===== src/rtl/tick_pwm_if.sv =====
`default_nettype none
// ============================================================================
//  Module      : tick_pwm_if
//  Description : Signal bundle between a tick_pwm instance and its user:
//                count enable, tick source and duty request in; PWM
//                waveform, counter value and period marker out.
//  Revision    : 1.0  initial release
// ============================================================================
interface tick_pwm_if #(
    parameter int WIDTH = 8
);
    logic             CE;
    logic             tick_in;
    logic [WIDTH-1:0] duty;
    logic             pwm_out;
    logic [WIDTH-1:0] cnt;
    logic             period_end;

    // User side: drives the controls, observes the waveform.
    modport master (
        output CE,
        output tick_in,
        output duty,
        input  pwm_out,
        input  cnt,
        input  period_end
    );

    // PWM block side.
    modport slave (
        input  CE,
        input  tick_in,
        input  duty,
        output pwm_out,
        output cnt,
        output period_end
    );
endinterface
`default_nettype wire


===== src/rtl/tick_pwm.sv =====
`default_nettype none
// ============================================================================
//  Module      : tick_pwm
//  Description : Tick-driven PWM generator. The divided clock from the
//                divider stage is sampled as data in the clk domain and
//                edge-detected into single-cycle ticks. Ticks advance a
//                period counter; the duty request is shadow-loaded at each
//                period boundary so the waveform never glitches mid-period.
//  Options     : TICK_PWM_CENTER_ALIGNED_EN - up/down (center-aligned)
//                counting, period of 2*(PERIOD-1) ticks. Edge-aligned when
//                undefined.
//  Revision    : 1.0  initial release
// ============================================================================
module tick_pwm #(
    parameter int WIDTH  = 8,
    parameter int PERIOD = 100
) (
    input  logic        clk,
    input  logic        RE,
    tick_pwm_if.slave   bus
);

    localparam logic [WIDTH-1:0] c_last = WIDTH'(PERIOD - 1);

    logic             r_tick_q;
    logic [WIDTH-1:0] r_cnt;
    logic [WIDTH-1:0] r_duty_sh;
    logic             r_pwm;
    logic             r_period_end;
    logic             w_tick;

    // A tick is a rising edge of tick_in seen while counting is enabled;
    // edges arriving with CE low are dropped, not remembered.
    assign w_tick = bus.tick_in & ~r_tick_q & bus.CE;

`ifdef TICK_PWM_CENTER_ALIGNED_EN
    localparam logic [WIDTH-1:0] c_turn = WIDTH'(PERIOD - 2);

    typedef enum logic {
        DIR_UP   = 1'b0,
        DIR_DOWN = 1'b1
    } dir_t;

    dir_t r_dir;

    // Center-aligned counter: climbs to PERIOD-1, turns, descends to 0
    // where the period closes and the new duty is taken.
    always_ff @(posedge clk) begin
        if (!RE) begin
            r_tick_q     <= 1'b1;
            r_cnt        <= '0;
            r_duty_sh    <= '0;
            r_pwm        <= 1'b0;
            r_period_end <= 1'b0;
            r_dir        <= DIR_UP;
        end else begin
            r_tick_q     <= bus.tick_in;
            r_period_end <= 1'b0;
            r_pwm        <= (r_cnt < r_duty_sh);
            if (w_tick) begin
                if (r_dir == DIR_UP) begin
                    if (r_cnt == c_last) begin
                        r_cnt <= c_turn;
                        r_dir <= DIR_DOWN;
                    end else begin
                        r_cnt <= r_cnt + 1'b1;
                    end
                end else begin
                    // cnt<=1 also covers PERIOD=2, where the turn lands on 0.
                    if (r_cnt <= WIDTH'(1)) begin
                        r_cnt        <= '0;
                        r_dir        <= DIR_UP;
                        r_duty_sh    <= bus.duty;
                        r_period_end <= 1'b1;
                    end else begin
                        r_cnt <= r_cnt - 1'b1;
                    end
                end
            end
        end
    end
`else
    // Edge-aligned counter: 0..PERIOD-1 then wrap, loading the new duty
    // and flagging the period boundary on the wrapping tick.
    always_ff @(posedge clk) begin
        if (!RE) begin
            r_tick_q     <= 1'b1;
            r_cnt        <= '0;
            r_duty_sh    <= '0;
            r_pwm        <= 1'b0;
            r_period_end <= 1'b0;
        end else begin
            r_tick_q     <= bus.tick_in;
            r_period_end <= 1'b0;
            r_pwm        <= (r_cnt < r_duty_sh);
            if (w_tick) begin
                if (r_cnt == c_last) begin
                    r_cnt        <= '0;
                    r_duty_sh    <= bus.duty;
                    r_period_end <= 1'b1;
                end else begin
                    r_cnt <= r_cnt + 1'b1;
                end
            end
        end
    end
`endif

    assign bus.pwm_out    = r_pwm;
    assign bus.cnt        = r_cnt;
    assign bus.period_end = r_period_end;

endmodule
`default_nettype wire


===== src/flat_wrapper.sv =====
// flat-port wrapper written by rule: the top's interface ports become plain ports
module tick_pwm_flat 
#(
    parameter int WIDTH  = 8,
    parameter int PERIOD = 100
)
  (clk, RE, bus_CE, bus_tick_in, bus_duty, bus_pwm_out, bus_cnt, bus_period_end);
  tick_pwm_if #(.WIDTH(WIDTH)) bus_i ();
  input  logic clk;
  input  logic RE;
  input wire logic [$bits(bus_i.CE)-1:0] bus_CE;
  input wire logic [$bits(bus_i.tick_in)-1:0] bus_tick_in;
  input wire logic [$bits(bus_i.duty)-1:0] bus_duty;
  output wire logic [$bits(bus_i.pwm_out)-1:0] bus_pwm_out;
  output wire logic [$bits(bus_i.cnt)-1:0] bus_cnt;
  output wire logic [$bits(bus_i.period_end)-1:0] bus_period_end;
  assign bus_i.CE = bus_CE;
  assign bus_i.tick_in = bus_tick_in;
  assign bus_i.duty = bus_duty;
  assign bus_pwm_out = bus_i.pwm_out;
  assign bus_cnt = bus_i.cnt;
  assign bus_period_end = bus_i.period_end;
  tick_pwm #(.WIDTH(WIDTH), .PERIOD(PERIOD)) u_core (.clk(clk), .RE(RE), .bus(bus_i));
endmodule

===== config.mk =====
export PLATFORM = sky130hd
export DESIGN_NAME = tick_pwm_flat
export DESIGN_NICKNAME = d
export VERILOG_FILES = /design/src/rtl/tick_pwm_if.sv /design/src/rtl/tick_pwm.sv /design/src/flat_wrapper.sv
export SDC_FILE = /design/constraint.sdc
export NUM_CORES = 1
export LEC_CHECK = 0
export ABC_CLOCK_PERIOD_IN_PS = 2950
export CAP_MARGIN = 10
export CORE_MARGIN = 5
export CORE_UTILIZATION = 35
export DETAILED_ROUTE_END_ITERATION = 16
export DONT_BUFFER_PORTS = 1
export GPL_TIMING_DRIVEN = 0
export HOLD_SLACK_MARGIN = 0.1
export SLEW_MARGIN = 30
export SYNTH_ARGS = -nofsm -noshare
export SYNTH_HDL_FRONTEND = slang
export SYNTH_SLANG_ARGS = --single-unit

===== constraint.sdc =====
create_clock -name clk -period 2.95 [get_ports clk]
set_input_delay 0.4425 -clock clk [delete_from_list [all_inputs] [get_ports clk]]
set_output_delay 0.4425 -clock clk [all_outputs]
set_load 0.02 [all_outputs]

== Word level (Yosys, flattened, before mapping) ==
Index checks and enable logic that the tools add are counted.

* Bits in registers: 19
* ROM bits: 0
* Input port bits: 12
* Output and inout port bits: 10
* Memories kept: 0
* Word-level logic and storage cells: 15
* Bits in writable memories: 0
* Latch bits: 0

* Mux-type cells: 2
* Reduce and logical (&&, ||, !) cells: 2
* $lt $le $gt $ge: 1
* Add/subtract/negate cells: 1
* Div/mod/pow operators: 0
* Multipliers: 0
* Bitwise gates (word level): 3
* Shifts and indexed selects: 0
* Equal/unequal tests: 1

{| class="wikitable"
|+ Operators by type and width
! kind !! number
|-
| $add A8 B1 Y8 const B || 1
|-
| $eq A8 B7 Y1 const B || 1
|-
| $lt A8 B8 Y1 || 1
|-
| $mux W8 || 1
|-
| $reduce_and A2 Y1 || 2
|-
| $and A1 B1 Y1 || 2
|-
| $mux W1 || 1
|-
| $not A1 Y1 || 1
|}

== Longest topological paths before layout ==
* Depth in word-level cells: 4
* Gate-level depth with buffers: 5
* Depth with buffers taken out: 5

== Worst setup path after synthesis ==
OpenSTA, ideal clock, no wires.

* Kind: flip-flop to flip-flop
* From: register u_core.r_cnt[0] (netlist: u_core.bus.cnt[0])
* To: register u_core.r_duty_sh[0]
* Clock period less this slack: 1.779 ns
* Slack: 1.171 ns
* Buffers on the path: 0
* Data required time: 2.833 ns
* Cell stages (with the launch flop): 5
* Arrival: 1.663 ns
* Path through: dfxtp_1 -> ha_1 -> nand4b_2 -> o31a_4 -> a22o_1

* Cells in the longest elaborated chain, start to end: 2

{| class="wikitable"
|+ RTL lines
! element !! RTL line !! source
|-
| start: declaration || tick_pwm.sv:26 || <nowiki>logic [WIDTH-1:0] r_cnt;</nowiki>
|-
| start signal: assignment || tick_pwm.sv:102 || <nowiki>r_cnt <= r_cnt + 1'b1;</nowiki>
|-
| $eq A8 B7 Y1 || tick_pwm.sv:97 || <nowiki>if (r_cnt == c_last) begin</nowiki>
|-
| $reduce_and A2 Y1 (no line) || - ||
|-
| end signal: assignment || tick_pwm.sv:99 || <nowiki>r_duty_sh <= bus.duty;</nowiki>
|-
| end: declaration || tick_pwm.sv:27 || <nowiki>logic [WIDTH-1:0] r_duty_sh;</nowiki>
|}

Every way passes these cells.
A chain may end at the register's enable or synchronous reset.

== Worst setup path in the final report ==
* From: register u_core.r_cnt[0] (netlist: u_core.bus.cnt[0])
* To: register u_core.r_duty_sh[4]

Same word-level chain as after synthesis.

==> run metrics <==
minimum clock period after layout=1.99 ns; port buffer count=0; flip-flop and latch count after synthesis=19; required time of the critical path=about 3.2 ns; standby leakage power=approximately 0.00038 uW; complex-gate fraction of the synthesized area=a little under a quarter; critical path, cell by cell=ha_1 > nand4b_2 > nor4_4 > a22o_1; Longest Clk Path Bufs=2; GRT Residual Overflow=0; Max Fclk=about 500 MHz; via count of the first global-routing pass=about 710; endpoint class of the critical path=flop; EDFF count, synth=0; max-cap violation count=0; area of the multi-input gates=524 um2; Chip Width=61.7 um; total detailed-routing wirelength=~1800 um; async set-reset flop share out of synthesis=0%; nets in the synthesized netlist=110; P&R area growth vs syn=6.83%; count of mapped cells out of synthesis=90; area share of and/or/nand/nor cells after synthesis=a little under a fifth; drt first-iter violations=13; flip-flop and latch area=380 um2; Die Span Y=slightly above 60 um; top cell type by total area after synthesis=sky130_fd_sc_hd__dfxtp_1; num ports=22; Max Fanout on Critical Path=9; count of pins over their slew limit=0; CTS Hold Bufs=0; CP Class=flop to flop; net count reported at finish=~120; Synth area leaders=sky130_fd_sc_hd__dfxtp_1 41%, sky130_fd_sc_hd__ha_1 11%, sky130_fd_sc_hd__a22o_1 7.5%; power per cell area=about 400 nW/um2; Pre-Repair DR Iteration Count=4; DR DRC count=0; placeable core region=around 2500 um2; Avg Cell Area, Syn=10.4 um2; worst skew pair latency=between 0.2 and 0.3 ns; global-route wire length before repair=3120 um; TritonCTS clock tree=yes; clock root buffer=sky130_fd_sc_hd__clkbuf_4; clock-pin slew reported for the worst setup and hold paths after clock tree synthesis=0.11 ns; Antenna Nets Post-Route=0; setup violation total in the final timing report=0; Yosys cell types=33; combinational family with the most area after synthesis=compound AO/OA/AOI/OAI gates; wire length per cell after detailed routing=roughly 15 um; portion of synthesized cell area occupied by the leading cell type=a little over 40%; delay of the slowest cell on the worst path=just under 0.6 ns; final weighted congestion of routability-driven global placement=~0.76; share of cells above drive strength 1=a little under a tenth; post-synthesis adder-cell area fraction=10.7%; fillcell total=about 250; Setup TNS Final=0 ns; final worst path period share=about two thirds; category of the worst setup path launch point=flop; outcome=completed; final-report hold violation count=0; RSZ-0062 raised after global routing=false; type of the most critical hold path=primary input to flop; die area=about 3800 um2; starting utilization of the core area=37.1%; Syn Std Cell Area=slightly above 900 um2; Overall Global Routing Usage=~11%; number of placement rows=18; via density per instance=between 5 and 6; worst clock skew=0.00658 ns; dominant register cell in the synthesized netlist=sky130_fd_sc_hd__dfxtp_1; critical path buffer and inverter count=0; overall via count from detail_route=roughly 700; fin util=39.6%; maximum number of pins on one net before global-route repair=11; top library cells by usage in the layout, fill and taps aside=19 x sky130_fd_sc_hd__dfxtp_1, 8 x sky130_fd_sc_hd__inv_1, 8 x sky130_fd_sc_hd__a22o_1, 8 x sky130_fd_sc_hd__ha_1, 6 x sky130_fd_sc_hd__a21oi_1; CP Data Arrival Time=2.23 ns; sequential element share of the synthesized area=40.7%; highest ir drop seen on vdd=0.174 mV; Inserted Diodes=0; # Post-CTS Setup Buffers=0; Clock Sink Count=19; number of instances resized during post-cts repair=0; antenna violations before repair=0; count of placed standard cells in the final layout, fillers left out=about 120; kind of cell with the highest combined delay on the critical path=simple AND/OR/NAND/NOR gates; post-detail-place hpwl=approximately 1400 um; leading cell type in the layout, fill and taps excluded=sky130_fd_sc_hd__dfxtp_1; XOR/XNOR share of the synthesized area=approximately 1.9%; Least-Margin Pin Slew=approximately 0.52 ns; cell count after placement=120; clock buffers created by TritonCTS=3; multiplexer share of the synthesized area=1.07%; Yosys warning count=0; H-tree levels=1; cell with the largest stage delay on the worst path=sky130_fd_sc_hd__dfxtp_1; Relative slew margins=between 60% and 70%
## sequential cells by signal, summed over array words and instances (netlist names)
name,flops
u_core.bus.period_end,1
u_core.r_tick_q,1
u_core.bus.pwm_out,1
u_core.r_duty_sh,8
u_core.bus.cnt,8
## synthesized netlist by cell type (2+ instances only)
cell type	number
sky130_fd_sc_hd__inv_1	8
sky130_fd_sc_hd__nor2_1	3
sky130_fd_sc_hd__xor2_1	2
sky130_fd_sc_hd__o21ai_0	4
sky130_fd_sc_hd__dfxtp_1	19
sky130_fd_sc_hd__or3_1	3
sky130_fd_sc_hd__nand3_1	3
sky130_fd_sc_hd__ha_1	8
sky130_fd_sc_hd__nor3b_1	2
sky130_fd_sc_hd__nand2_1	3
sky130_fd_sc_hd__a21oi_1	6
sky130_fd_sc_hd__a22o_1	8
## worst reg2reg max path, stage by stage, from the launching register on
cell and delay, ns:
sky130_fd_sc_hd__dfxtp_1 0.59, sky130_fd_sc_hd__ha_1 0.25, sky130_fd_sc_hd__nand4b_2 0.30, sky130_fd_sc_hd__nor4_4 0.60, sky130_fd_sc_hd__a22o_1 0.21
## final timing paths
path                       start                  end  slack, ns  depth (start not counted)
max            u_core.bus.cnt[0]  u_core.r_duty_sh[4]       0.96                          4
min                           RE      u_core.r_tick_q       0.22                          1
max reg2reg    u_core.bus.cnt[0]  u_core.r_duty_sh[4]       0.96                          4
min reg2reg  u_core.r_duty_sh[3]  u_core.r_duty_sh[3]       0.48                          1
## cell type report
cell class | count | area share [%]
inverter | 8 | 3.01
tap | 30 | 3.76
sequential | 19 | 38.1
clock buffer | 4 | 2.63
multi-input combinational | 63 | 52.5
## cells by family (layout without fill, tap and decap cells)
logic type               after synthesis  count (layout)
multiplexers                           1               1
AND/OR/NAND/NOR                       25              25
adder cells (fa/ha/maj)                8               8
buffers and inverters                  8              12
XOR/XNOR                               2               2
AO/OA/AOI/OAI                         27              27
flip-flops                            19              19
## routing by layer
metal | part of all wire, % | up-vias | GRT usage (%)
met1 | 46 | 337 | 13.3
met2 | 49 | 9 | 18.1
met5 | 0 | - | 0
met3 | 4.7 | 2 | 2.73
met4 | 1.0 | 0 | 6.36
li1 | - | 354 | -
## report_power, final
| part | leakage (uW) | switching [uW] | total (uW) | internal [uW] |
|---|---|---|---|---|
| clock | 0.0000150 | 76.3 | 129 | 52.5 |
| combinational | 0.000214 | 5.22 | 9.64 | 4.42 |
| sequential | 0.000153 | 2.44 | 260 | 258 |
| total | 0.000382 | 83.9 | 399 | 315 |
## metrics by stage
stage,hold WS [ns],power [uW],setup WS (ns),cell area (um2)
after global routing,0.211,418,0.806,998
after CTS,0.200,408,0.910,998
after detailed placement,0.464,276,0.958,972
after global placement,0.461,276,0.977,972
final,0.215,399,0.957,998
after floorplan,0.441,274,1.17,935
Note: power is estimated with default switching activity, not from simulation.
